$ cat src/rtl/k580vt57_pkg.sv
// Shared types and constants for the K580VT57 (i8257) DMA controller.
package k580vt57_pkg;

  typedef enum logic [2:0] {IDLE, S0, S1, S2, S3, S4} state_t;

  localparam logic [1:0] XFER_VERIFY = 2'b00;
  localparam logic [1:0] XFER_WRITE  = 2'b01;
  localparam logic [1:0] XFER_READ   = 2'b10;

  localparam int MODE_ROT    = 4;
  localparam int MODE_EXTW   = 5;
  localparam int MODE_TCSTOP = 6;
  localparam int MODE_AUTO   = 7;

  localparam int STAT_TC0 = 0;
  localparam int STAT_UPD = 4;

  function automatic logic [15:0] put_byte(input logic [15:0] old, input logic hi,
                                           input logic [7:0] b);
    return hi ? {b, old[7:0]} : {old[15:8], b};
  endfunction

endpackage

$ cat src/rtl/k580vt57_if.sv
// CPU register bus plus DMA request/strobe bundle of the K580VT57.
interface k580vt57_if;
  logic        ce;
  logic [3:0]  iaddr;
  logic [7:0]  idata;
  logic [7:0]  odata;
  logic        iwe_n;
  logic        ird_n;
  logic [3:0]  drq;
  logic [3:0]  dack;
  logic        hrq;
  logic        hlda;
  logic [15:0] oaddr;
  logic        memr_n;
  logic        memw_n;
  logic        ior_n;
  logic        iow_n;
  logic        tc;
  logic        mark;
  logic        aen;

  // master: CPU/system side; slave: the DMA controller's register port
  modport master (output ce, iaddr, idata, iwe_n, ird_n, drq, hlda,
                  input  odata, dack, hrq, oaddr, memr_n, memw_n, ior_n, iow_n, tc, mark, aen);
  modport slave  (input  ce, iaddr, idata, iwe_n, ird_n, drq, hlda,
                  output odata, dack, hrq, oaddr, memr_n, memw_n, ior_n, iow_n, tc, mark, aen);
endinterface

$ cat src/rtl/k580vt57_prio.sv
// Four-way request arbiter: fixed (ch0 highest) or rotating after the last grant.
module k580vt57_prio (
  input  logic [3:0] pend_i,
  input  logic       rot_i,
  input  logic [1:0] last_i,
  output logic [3:0] gnt_o
);
  logic [1:0] idx;

  // Walk from lowest to highest priority so the highest pending one wins last.
  always_comb begin
    gnt_o = '0;
    idx   = '0;
    for (int i = 3; i >= 0; i--) begin
      idx = rot_i ? last_i + 2'(i + 1) : 2'(i);
      if (pend_i[idx]) gnt_o = 4'b0001 << idx;
    end
  end
endmodule

$ cat src/rtl/k580vt57.sv
// K580VT57 DMA controller top. Optional ch2<-ch3 autoload: define K580VT57_AUTOLOAD_EN.
module k580vt57 import k580vt57_pkg::*; #(
  parameter int NCH = 4
) (
  input  logic       clk,
  input  logic       reset_n,
  k580vt57_if.slave  bus
);
`ifdef K580VT57_AUTOLOAD_EN
  localparam bit AutoEn = 1'b1;
`else
  localparam bit AutoEn = 1'b0;
`endif

  if (NCH != 4) begin : g_nch_chk
    $error("k580vt57: NCH must be 4");
  end

  logic [15:0] addr_q [4], addr_d [4], cnt_q [4], cnt_d [4];
  logic [7:0]  mode_q, mode_d, odata_q, rd_mux;
  logic [3:0]  tcf_q, tcf_d, frst_q, frst_d, pend, gnt, dack_q;
  logic        ff_q, ff_d, upd_q, upd_d, we_dly_q, rd_dly_q;
  logic        pw_vld_q, pw_hi_q;
  logic [2:0]  pw_reg_q;
  logic [7:0]  pw_dat_q;
  state_t      st_q;
  logic [1:0]  ch_q, last_q, gch, xtyp;
  logic        hrq_q, aen_q, tc_q, mark_q, memr_n_q, memw_n_q, ior_n_q, iow_n_q;
  logic [15:0] oaddr_q;
  logic        wr_stb, rd_stb, busy, upd_tick, s4_tick, tc_now, reload, defer, go_s1;
  logic        wv [2];
  logic [2:0]  wreg [2];
  logic        wh [2];
  logic [7:0]  wdat [2];

  assign pend = bus.drq & mode_q[3:0];
  k580vt57_prio u_prio (.pend_i(pend), .rot_i(mode_q[MODE_ROT]), .last_i(last_q), .gnt_o(gnt));
  assign gch = {gnt[3] | gnt[2], gnt[3] | gnt[1]};

  assign wr_stb   = bus.iwe_n & ~we_dly_q;
  assign rd_stb   = bus.ird_n & ~rd_dly_q;
  assign busy     = (st_q != IDLE) && (st_q != S0);
  assign upd_tick = bus.ce && (st_q == S3);
  assign s4_tick  = bus.ce && (st_q == S4);
  assign tc_now   = (cnt_q[ch_q][13:0] == 14'd0);
  assign xtyp     = cnt_q[ch_q][15:14];
  assign reload   = AutoEn && upd_tick && tc_now && (ch_q == 2'd2) && mode_q[MODE_AUTO];
  // A CPU write to the channel mid-cycle is parked and lands after the S4 update.
  assign defer    = wr_stb && !bus.iaddr[3] && busy && !s4_tick && (bus.iaddr[2:1] == ch_q);
  assign go_s1    = bus.ce && bus.hlda &&
                    (((st_q == S0) && (|pend)) || ((st_q == S4) && pend[ch_q]));

  always_comb begin
    wv[0]   = pw_vld_q && (!busy || s4_tick);
    wreg[0] = pw_reg_q;
    wh[0]   = pw_hi_q;
    wdat[0] = pw_dat_q;
    wv[1]   = wr_stb && !bus.iaddr[3] && !defer;
    wreg[1] = bus.iaddr[2:0];
    wh[1]   = ff_q;
    wdat[1] = bus.idata;
  end

  always_comb begin
    addr_d = addr_q;
    cnt_d  = cnt_q;
    mode_d = mode_q;
    frst_d = frst_q;
    ff_d   = ff_q;
    upd_d  = bus.ce ? 1'b0 : upd_q;
    tcf_d  = (rd_stb && bus.iaddr == 4'd8) ? 4'h0 : tcf_q;
    if (upd_tick) begin
      addr_d[ch_q] = addr_q[ch_q] + 16'd1;
      cnt_d[ch_q]  = {cnt_q[ch_q][15:14], cnt_q[ch_q][13:0] - 14'd1};
      frst_d[ch_q] = 1'b0;
      if (tc_now) begin
        tcf_d[ch_q] = 1'b1;
        if (mode_q[MODE_TCSTOP] && !reload) mode_d[{1'b0, ch_q}] = 1'b0;
      end
      if (reload) begin
        addr_d[2] = addr_q[3];
        cnt_d[2]  = cnt_q[3];
        upd_d     = 1'b1;
      end
    end
    for (int s = 0; s < 2; s++)
      for (int c = 0; c < 4; c++)
        if (wv[1'(s)] && ((wreg[1'(s)][2:1] == 2'(c)) ||
            (AutoEn && mode_q[MODE_AUTO] && c == 3 && wreg[1'(s)][2:1] == 2'd2))) begin
          if (wreg[1'(s)][0]) begin
            cnt_d[2'(c)]  = put_byte(cnt_d[2'(c)], wh[1'(s)], wdat[1'(s)]);
            frst_d[2'(c)] = 1'b1;
          end else begin
            addr_d[2'(c)] = put_byte(addr_d[2'(c)], wh[1'(s)], wdat[1'(s)]);
          end
        end
    if (wr_stb && bus.iaddr == 4'd8) begin
      mode_d = bus.idata;
      ff_d   = 1'b0;
    end else if (wr_stb && !bus.iaddr[3]) begin
      ff_d = ~ff_q;
    end
    if (rd_stb && !bus.iaddr[3]) ff_d = ~ff_d;
  end

  always_comb begin
    rd_mux = '0;
    if (bus.iaddr == 4'd8) begin
      rd_mux[STAT_TC0 +: 4] = tcf_q;
      rd_mux[STAT_UPD]      = upd_q;
    end else if (!bus.iaddr[3]) begin
      if (bus.iaddr[0]) rd_mux = ff_q ? cnt_q[bus.iaddr[2:1]][15:8]  : cnt_q[bus.iaddr[2:1]][7:0];
      else              rd_mux = ff_q ? addr_q[bus.iaddr[2:1]][15:8] : addr_q[bus.iaddr[2:1]][7:0];
    end
  end

  always_ff @(posedge clk or negedge reset_n) begin
    if (!reset_n) begin
      addr_q   <= '{default: '0};
      cnt_q    <= '{default: '0};
      mode_q   <= '0;
      tcf_q    <= '0;
      frst_q   <= '0;
      ff_q     <= 1'b0;
      upd_q    <= 1'b0;
      we_dly_q <= 1'b1;
      rd_dly_q <= 1'b1;
      odata_q  <= '0;
      pw_vld_q <= 1'b0;
      pw_reg_q <= '0;
      pw_hi_q  <= 1'b0;
      pw_dat_q <= '0;
    end else begin
      addr_q   <= addr_d;
      cnt_q    <= cnt_d;
      mode_q   <= mode_d;
      tcf_q    <= tcf_d;
      frst_q   <= frst_d;
      ff_q     <= ff_d;
      upd_q    <= upd_d;
      we_dly_q <= bus.iwe_n;
      rd_dly_q <= bus.ird_n;
      if (!bus.ird_n) odata_q <= rd_mux;
      if (defer) begin
        pw_vld_q <= 1'b1;
        pw_reg_q <= bus.iaddr[2:0];
        pw_hi_q  <= ff_q;
        pw_dat_q <= bus.idata;
      end else if (wv[0]) begin
        pw_vld_q <= 1'b0;
      end
    end
  end

  // Bus-cycle sequencer; every output is registered on entry to its state.
  always_ff @(posedge clk or negedge reset_n) begin
    if (!reset_n) begin
      st_q <= IDLE;  hrq_q <= 1'b0;  aen_q <= 1'b0;  dack_q <= '0;  oaddr_q <= '0;
      tc_q <= 1'b0;  mark_q <= 1'b0; ch_q <= '0;     last_q <= '0;
      memr_n_q <= 1'b1;  memw_n_q <= 1'b1;  ior_n_q <= 1'b1;  iow_n_q <= 1'b1;
    end else if (bus.ce) begin
      case (st_q)
        IDLE: if (|pend) begin
          st_q  <= S0;
          hrq_q <= 1'b1;
        end
        S0: if (!(|pend)) begin
          st_q  <= IDLE;
          hrq_q <= 1'b0;
        end
        S1: begin
          st_q     <= S2;
          memr_n_q <= !(xtyp == XFER_READ);
          ior_n_q  <= !(xtyp == XFER_WRITE);
          memw_n_q <= !(mode_q[MODE_EXTW] && xtyp == XFER_WRITE);
          iow_n_q  <= !(mode_q[MODE_EXTW] && xtyp == XFER_READ);
        end
        S2: begin
          st_q     <= S3;
          memw_n_q <= !(xtyp == XFER_WRITE);
          iow_n_q  <= !(xtyp == XFER_READ);
        end
        S3: begin
          st_q <= S4;
          memr_n_q <= 1'b1;  memw_n_q <= 1'b1;  ior_n_q <= 1'b1;  iow_n_q <= 1'b1;
        end
        S4: if (!go_s1) begin
          st_q <= IDLE;  hrq_q <= 1'b0;  aen_q <= 1'b0;  dack_q <= '0;
          tc_q <= 1'b0;  mark_q <= 1'b0;
        end
        default: st_q <= IDLE;
      endcase
      if (go_s1) begin
        st_q    <= S1;
        ch_q    <= gch;
        last_q  <= gch;
        aen_q   <= 1'b1;
        dack_q  <= gnt;
        oaddr_q <= addr_d[gch];
        tc_q    <= (cnt_d[gch][13:0] == 14'd0);
        mark_q  <= (cnt_d[gch][6:0] == 7'd0) && !frst_d[gch];
      end
    end
  end

  assign bus.odata  = odata_q;
  assign bus.dack   = dack_q;
  assign bus.hrq    = hrq_q;
  assign bus.aen    = aen_q;
  assign bus.oaddr  = oaddr_q;
  assign bus.memr_n = memr_n_q;
  assign bus.memw_n = memw_n_q;
  assign bus.ior_n  = ior_n_q;
  assign bus.iow_n  = iow_n_q;
  assign bus.tc     = tc_q;
  assign bus.mark   = mark_q;
endmodule

$ cat src/flat_wrapper.sv
// flat-port wrapper written by rule: the top's interface ports become plain ports
module k580vt57_flat import k580vt57_pkg::*;
#(
  parameter int NCH = 4
)
  (clk, reset_n, bus_ce, bus_iaddr, bus_idata, bus_iwe_n, bus_ird_n, bus_drq, bus_hlda, bus_odata, bus_dack, bus_hrq, bus_oaddr, bus_memr_n, bus_memw_n, bus_ior_n, bus_iow_n, bus_tc, bus_mark, bus_aen);
  k580vt57_if bus_i ();
  input  logic clk;
  input  logic reset_n;
  input wire logic [$bits(bus_i.ce)-1:0] bus_ce;
  input wire logic [$bits(bus_i.iaddr)-1:0] bus_iaddr;
  input wire logic [$bits(bus_i.idata)-1:0] bus_idata;
  input wire logic [$bits(bus_i.iwe_n)-1:0] bus_iwe_n;
  input wire logic [$bits(bus_i.ird_n)-1:0] bus_ird_n;
  input wire logic [$bits(bus_i.drq)-1:0] bus_drq;
  input wire logic [$bits(bus_i.hlda)-1:0] bus_hlda;
  output wire logic [$bits(bus_i.odata)-1:0] bus_odata;
  output wire logic [$bits(bus_i.dack)-1:0] bus_dack;
  output wire logic [$bits(bus_i.hrq)-1:0] bus_hrq;
  output wire logic [$bits(bus_i.oaddr)-1:0] bus_oaddr;
  output wire logic [$bits(bus_i.memr_n)-1:0] bus_memr_n;
  output wire logic [$bits(bus_i.memw_n)-1:0] bus_memw_n;
  output wire logic [$bits(bus_i.ior_n)-1:0] bus_ior_n;
  output wire logic [$bits(bus_i.iow_n)-1:0] bus_iow_n;
  output wire logic [$bits(bus_i.tc)-1:0] bus_tc;
  output wire logic [$bits(bus_i.mark)-1:0] bus_mark;
  output wire logic [$bits(bus_i.aen)-1:0] bus_aen;
  assign bus_i.ce = bus_ce;
  assign bus_i.iaddr = bus_iaddr;
  assign bus_i.idata = bus_idata;
  assign bus_i.iwe_n = bus_iwe_n;
  assign bus_i.ird_n = bus_ird_n;
  assign bus_i.drq = bus_drq;
  assign bus_i.hlda = bus_hlda;
  assign bus_odata = bus_i.odata;
  assign bus_dack = bus_i.dack;
  assign bus_hrq = bus_i.hrq;
  assign bus_oaddr = bus_i.oaddr;
  assign bus_memr_n = bus_i.memr_n;
  assign bus_memw_n = bus_i.memw_n;
  assign bus_ior_n = bus_i.ior_n;
  assign bus_iow_n = bus_i.iow_n;
  assign bus_tc = bus_i.tc;
  assign bus_mark = bus_i.mark;
  assign bus_aen = bus_i.aen;
  k580vt57 #(.NCH(NCH)) u_core (.clk(clk), .reset_n(reset_n), .bus(bus_i));
endmodule
$ cat config.mk
export PLATFORM = sky130hd
export DESIGN_NAME = k580vt57_flat
export DESIGN_NICKNAME = d
export VERILOG_FILES = /design/src/rtl/k580vt57_pkg.sv /design/src/rtl/k580vt57_if.sv /design/src/rtl/k580vt57_prio.sv /design/src/rtl/k580vt57.sv /design/src/flat_wrapper.sv
export SDC_FILE = /design/constraint.sdc
export NUM_CORES = 1
export LEC_CHECK = 0
export CAP_MARGIN = 20
export CORE_MARGIN = 2
export CORE_UTILIZATION = 63
export CTS_BUF_LIST = sky130_fd_sc_hd__clkbuf_8
export DETAILED_ROUTE_END_ITERATION = 6
export PLACE_DENSITY = 0.92
export SYNTH_ARGS = -nofsm -noshare
export SYNTH_HDL_FRONTEND = slang
export SYNTH_HIERARCHICAL = 1
export SYNTH_SLANG_ARGS = --single-unit
$ cat constraint.sdc
create_clock -name clk -period 4.32 [get_ports clk]
set_input_delay 0.864 -clock clk [delete_from_list [all_inputs] [get_ports clk]]
set_output_delay 0.864 -clock clk [all_outputs]
set_load 0.02 [all_outputs]
==> results of run 1 <==
cells by family (layout without fill, tap and decap cells):
logic type	Yosys count	count (layout)	share of synthesized area (%)
AND/OR/NAND/NOR	395	395	15.7
AO/OA/AOI/OAI	300	300	16.2
buffers and inverters	121	171	4.56
XOR/XNOR	33	33	2.42
flip-flops	200	200	42.0
adder cells (fa/ha/maj)	2	2	0.210
multiplexers	126	126	18.9
area by class of cell:
class | count | area (um^2) | area share [%]
flip-flops and latches | 200 | 5010 | 38.1
inverters | 27 | 101 | 0.769
well taps | 234 | 293 | 2.22
repair buffers | 112 | 1020 | 7.74
clock buffers | 18 | 248 | 1.88
clock inverters | 14 | 114 | 0.864
multi-input cells | 856 | 6390 | 48.5
worst min-delay path by stage:
stage	from	end	slack (ps)	depth (start not counted)
6_report	flip-flop	flip-flop	420	0
5_1_grt	flip-flop	flip-flop	430	0
4_1_cts	flip-flop	flip-flop	410	0
3_5_place_dp	flip-flop	flip-flop	390	0
3_3_place_gp	flip-flop	flip-flop	380	0
2_1_floorplan	flip-flop	flip-flop	440	1
state kept, by name, indices dropped and copies added (netlist names), 2 cells and up, named ones only:
name	count
u_core/ch_q	2
u_core/bus.odata	8
u_core/mode_q	7
u_core/frst_q	4
u_core/pw_reg_q	3
u_core/addr_q	64
u_core/st_q	3
u_core/bus.oaddr	16
u_core/tcf_q	4
u_core/bus.dack	4
u_core/pw_dat_q	8
u_core/cnt_q	60
worst max-delay path, delay by kind of cell (launching register included):
kind,cells,cell delay [ps]
compound gates,4,610
xor+xnor,1,530
flops,1,680
mux,1,720
simple gates,4,1350
where the power goes:
| group | total, mW | leakage, nW | internal (mW) | switching, mW |
|---|---|---|---|---|
| logic | 4.43 | 2.85 | 1.85 | 2.59 |
| clock network | 1.16 | 0.190 | 0.429 | 0.727 |
| registers | 3.20 | 2.67 | 2.41 | 0.791 |
metal layers:
| layer | wire length [um] | vias to the layer above | share of wire (%) |
|---|---|---|---|
| li1 | - | 4413 | - |
| met1 | 13100 | 5003 | 36 |
| met2 | 16400 | 774 | 45 |
| met3 | 4670 | 167 | 13 |
| met4 | 1840 | 0 | 5.1 |
| met5 | 0 | - | 0 |
per-stage QoR:
step / setup slack, ps / hold WS (ps) / instance area [um^2] / cells
final: 363 / 418 / 13200 / 1461
after global placement: 109 / 376 / 12800 / 1429
after floorplan: 878 / 440 / 11900 / 1177
after detailed placement: 29.3 / 390 / 12800 / 1429
after CTS: 386 / 414 / 13200 / 1461
after global routing: 79.8 / 425 / 13200 / 1461
placed cells by master, fill, tap and decap left out, drive strengths merged, types with 19 or more instances in the layout:
master	n
a211oi	32
a21o	25
a21oi	60
buf	56
clkbuf	19
clkdlybuf4s50	55
dfrtp	194
inv	35
mux2	23
mux2i	29
mux4	74
nand2	182
nor2	92
nor3	25
nor4	21
o21ai	100
==> qor.yml, run 1 <==
outcome:
  status: "finished, final reports clean"
synth:
  synth_area_mm2: 0.0119
  seq_area_frac_synth_pct: 42.0
  netlist.area_leader.share_pct: 40.7
  synth_cell_type_count: 81
  synth_most_common_cell: "dfrtp_1"
  syn_area_per_cell_um2: 10.1
  syn_nets: 1201
  yosysTopAreaCell: "dfrtp_1"
  yosys_warnings: 6
  synth_edf_count: 0
  synthCells: 1177
  ys_ff_latch: 200
  synth-async-reset-ratio_pct: 100
  synth_ff_type: "dfrtp_1"
  synth_common_cells: "194 x dfrtp_1, 182 x nand2_1, 92 x nor2_1, 92 x o21ai_0, 66 x mux4_2"
  synth.area.top_cells: "dfrtp_1 41%, mux4_2 12%, nand2_1 5.7%, o21ai_0 3.9%, nor2_1 2.9%"
timing:
  grt_setup_unrepaired: "no"
  setup_tns_ps: 0
  fin_crit_sh_pct: 91.6
  drv_slew: 0
  slew_headroom_pct: 44.7
  clock_skew_ps: 15.6
  finalHoldViolCount: 0
  clock.fmax_ghz: 0.253
  fin_crit_ps: 3960
  worst_slew_pin_slew_ps: 830
  setup-violations-final: 0
floorplanning:
  num_io_pins: 58
  rows: 50
  coreArea_mm2: 0.0186
  die-area_mm2: 0.0200
  start_util_pct: 64.0
  die_x_um: 142
  fp.dieH_um: 142
detailed_routing:
  drt-initial-drc-count: 1468
  vias_per_cell: 7.09
  dr.pass1.iters: 6
  remaining_drc_errors: 0
  ant_nets: 0
  vias: 10400
  wire_per_inst_um: 24.7
  drt_wl_total_um: 36000
global_route:
  antenna_found_initial: 0
  track_usage_pct: 37.2
  grt_overflow_total: 0
  grt_pass1_wl_um: 56100
  grt_max_degree: 100
  grt.busiest_layer: "met2"
  grt_pass1_vias: 10200
  gr-usage-met3_pct: 12.1
  use_met1_pct: 48.3
  gr-usage-met2_pct: 56.1
worst_setup_path:
  r2r-start: "u_core/ch_q[0]"
  crit_path_end_kind: "flip-flop"
  cp_common_cell: "a21oi_1"
  crit_slowest_cell: "mux4_1"
  reg2reg_to: "u_core/bus.tc"
  worstSetupEndpoint: "u_core/bus.tc"
  reg2reg_depth: 10
  crit_start: "u_core/ch_q[0]"
  required_ps: 4740
  crit_type: "reg -> reg"
  path_max_fanout: 15
  cpPeakStageDelay_ps: 720
  arrival_ps: 4380
  start_kind: "flip-flop"
  ff2ff_setup_slack_ps: 360
  worstPathCellList: "mux4_1, nor3_2, nand4_1, xor2_1, a31oi_1, or4_4, nor4_2, a21oi_1, a21oi_1, a32o_1"
layout:
  finish.utilization_pct: 70.7
  drive_gt1_share_pct: 17.8
  fin_nets: 1238
  insertedDiodeCount: 0
  fillCellCount: 1336
  areaGrowthSynthToFinish_pct: 10.5
clock_tree:
  cts_sinks: 200
  clock_latency_ps: 490
  cts_tree: "yes"
  htreeDepth: 4
  clk_pin_slew_worst_paths_ps: 110
  cts_buffer_depth: 2
  cts-buffers-inserted: 17
  ctsResizeCount: 0
  cts_setup_buffers: 0
  holdBufCountCts: 0
  cts_root_buf: "clkbuf_8"
placed_design:
  place_congestion: 1.04
  hpwl_um: 25200
  io_buffers: 57
min_path:
  hold_path_class: "reg -> reg"
power:
  vdd_drop_max_mv: 0.396
  total_power_mw: 8.79
  cellPowerDensity_mw_per_mm2: 667
  p_leak_nw: 5.71
run:
  max_cap_violations: 0
(Power assumes the default switching activity.)
==> inputs of run 2 (changes only) <==
--- a/config.mk
+++ b/config.mk
@@ -5,12 +5,12 @@
 export SDC_FILE = /design/constraint.sdc
 export NUM_CORES = 1
 export LEC_CHECK = 0
+export ABC_AREA = 1
 export CAP_MARGIN = 20
 export CORE_MARGIN = 2
-export CORE_UTILIZATION = 63
-export CTS_BUF_LIST = sky130_fd_sc_hd__clkbuf_8
+export CORE_UTILIZATION = 62
 export DETAILED_ROUTE_END_ITERATION = 6
-export PLACE_DENSITY = 0.92
+export PLACE_DENSITY = 0.9
 export SYNTH_ARGS = -nofsm -noshare
 export SYNTH_HDL_FRONTEND = slang
 export SYNTH_HIERARCHICAL = 1
==> qor.yml, run 2 <==
global_route:
  antenna_found_initial: 3
  grt_pass1_wl_um: 77000
  grt_pass1_vias: 14300
  grt_overflow_total: 0
  track_usage_pct: 44.1
  grt_max_degree: 107
synth:
  synth_top_family_by_area: "simple AND/OR/NAND/NOR gates"
  yosys_warnings: 6
  yosys.area_share.simple_pct: 34.5
  synth.area.top_cells: "dfrtp_1 36%, nand2_1 15%, nand3_1 9.6%, o21ai_0 7.0%, inv_1 6.2%"
  synth_ff_type: "dfrtp_1"
  netlist.area_leader.share_pct: 35.9
  synthCells: 2012
  synth.area.mux_share_pct: 0.167
  synth-async-reset-ratio_pct: 100
  syn_area_per_cell_um2: 6.72
  ys_ff_latch: 200
  synth_compound_area_share_pct: 17.1
  synth_area_mm2: 0.0135
  synth_edf_count: 0
  syn_nets: 2036
  yosysTopAreaCell: "dfrtp_1"
  synth_most_common_cell: "nand2_1"
  synth_common_cells: "524 x nand2_1, 258 x nand3_1, 224 x inv_1"
  synth_xor_xnor_area_share_pct: 0.629
  synth_cell_type_count: 54
  seq_area_frac_synth_pct: 37.1
  synthAdderAreaFrac_pct: 0.185
layout:
  drive_gt1_share_pct: 9.24
  mostFrequentLayoutCells: "524 x nand2_1, 258 x nand3_1, 224 x inv_1"
  final_common_cell: "nand2_1"
  largest_reg_flops: 64
  layout.cells.non_filler: 2328
  largest-register: "u_core/addr_q"
  areaGrowthSynthToFinish_pct: 10.3
  fin_nets: 2056
clock_tree:
  cts_root_buf: "clkbuf_16"
  holdBufCountCts: 0
  cts_buffer_depth: 2
  cts_setup_buffers: 0
  cts-buffers-inserted: 17
  cts_sinks: 200
  clock_latency_ps: 450
  htreeDepth: 4
  clk_pin_slew_worst_paths_ps: 80
  ctsResizeCount: 0
  cts_tree: "yes"
timing:
  grt_setup_unrepaired: "no"
  setup_tns_ps: 0
  fin_crit_sh_pct: 89.5
  clock_skew_ps: 11.7
  drv_slew: 0
  fin_crit_ps: 3870
  clock.fmax_ghz: 0.259
  slew_headroom_pct: 41.0
  worst_slew_pin_slew_ps: 885
  finalHoldViolCount: 0
  setup-violations-final: 0
outcome:
  status: "complete, but fails checks"
  violations: "DRC"
worst_setup_path:
  worstPathCellList: "inv_2, buf_4, nand3_1, nand2_1, nor2_2, ha_1, nand3_2, nor2_4, nand2_1, nor2_1, nand3_1, nor2_1, a21boi_1, o21bai_1, a32o_1"
  critPathTopFamily: "simple AND/OR/NAND/NOR gates"
  start_kind: "flip-flop"
  arrival_ps: 4210
  crit_slowest_cell: "dfrtp_1"
  crit_type: "reg -> reg"
  path_max_fanout: 21
  cpPeakStageDelay_ps: 720
  cp_num_buf_inv: 2
  crit_path_end_kind: "flip-flop"
  required_ps: 4660
power:
  vdd_drop_max_mv: 0.450
  cellPowerDensity_mw_per_mm2: 774
  switching_power_mw: 6.21
  p_leak_nw: 7.43
  swShare_pct: 53.8
  p_int_mw: 5.33
  pwr-share-clk_pct: 13.6
  pwr-share-seq_pct: 28.5
  pwr-share-comb_pct: 57.9
placed_design:
  hpwl_um: 34400
  place_congestion: 1.04
  io_buffers: 57
  dp_cells: 2293
detailed_routing:
  vias_per_cell: 6.61
  dr.pass1.iters: 7
  drt_wl_total_um: 50400
  drt-initial-drc-count: 2468
  ant_nets: 0
  remaining_drc_errors: 11
  wire_per_inst_um: 21.7
  vias: 15400
floorplanning:
  die_x_um: 152
  coreArea_mm2: 0.0216
  die-area_mm2: 0.0230
  rows: 54
  start_util_pct: 62.5
  num_io_pins: 58
  fp.dieH_um: 152
run:
  max_cap_violations: 0
min_path:
  hold_path_class: "reg -> reg"
run 2: changes by cell type after synthesis, moves of 42 or more:
cell / previous run / this run
a21oi_1: 59 / 101
inv_1: 25 / 224
nand2_1: 182 / 524
o21ai_0: 92 / 190
nand3_1: 12 / 258
nor2_1: 92 / 165
mux4_2: 66 / 0
run 2: worst paths after layout:
| kind | start | to | slack (ps) | depth (start not counted) |
|---|---|---|---|---|
| max reg2reg | u_core/ch_q[1] | u_core/mode_q[0] | 450 | 15 |
| max in group asynchronous | reset_n | u_core/bus.oaddr[10] | 2750 | 2 |
| min in group asynchronous | reset_n | u_core/bus.dack[0] | 530 | 1 |
| min | flip-flop | flip-flop | 410 | 0 |
| max | u_core/ch_q[1] | u_core/mode_q[0] | 450 | 15 |
| min reg2reg | flip-flop | flip-flop | 410 | 0 |
run 2: routing by layer:
layer  global-route usage (%)  wire length, um
met4                     27.2             3990
met5                        0                0
met2                     63.0            20400
met3                     16.1             8580
met1                     57.0            17500
run 2: layout make-up:
cell class                      instances  area [um^2]
Antenna cell                            3         7.51
Tap cell                              280          350
Inverter                              240          901
Clock buffer                           18          429
Clock inverter                         14          135
Sequential cell                       200         5010
Multi-Input combinational cell       1471         7120
Fill cell                            1792         6720
Timing Repair Buffer                  102          945
run 2: power groups by stage:
stage | Combinational, mW | Sequential [mW] | Clock [mW]
6_report | 6.68 | 3.29 | 1.57
5_1_grt | 7.09 | 3.33 | 1.66
4_1_cts | 6.32 | 3.23 | 1.57
3_5_place_dp | 6.26 | 3.25 | 0
3_3_place_gp | 6.11 | 3.22 | 0
2_1_floorplan | 4.27 | 3.15 | 0
run 2: per-stage QoR:
stage / util [%] / worst slack, ps / power [mW] / hold slack, ps / area, um^2
2_1_floorplan: - / 1260 / 7.42 / 445 / 13500
3_3_place_gp: 66.3 / 527 / 9.33 / 385 / 14300
3_5_place_dp: 66.3 / 403 / 9.50 / 395 / 14300
4_1_cts: 68.9 / 702 / 11.1 / 410 / 14900
5_1_grt: 68.9 / 412 / 12.1 / 420 / 14900
6_report: 68.9 / 453 / 11.5 / 411 / 14900
run 2: kinds of logic after synthesis:
| logic type | after synthesis |
|---|---|
| AND/OR/NAND/NOR | 1046 |
| XOR/XNOR | 8 |
| buffers and inverters | 341 |
| multiplexers | 2 |
| AO/OA/AOI/OAI | 413 |
| adder cells (fa/ha/maj) | 2 |
| flip-flops | 200 |
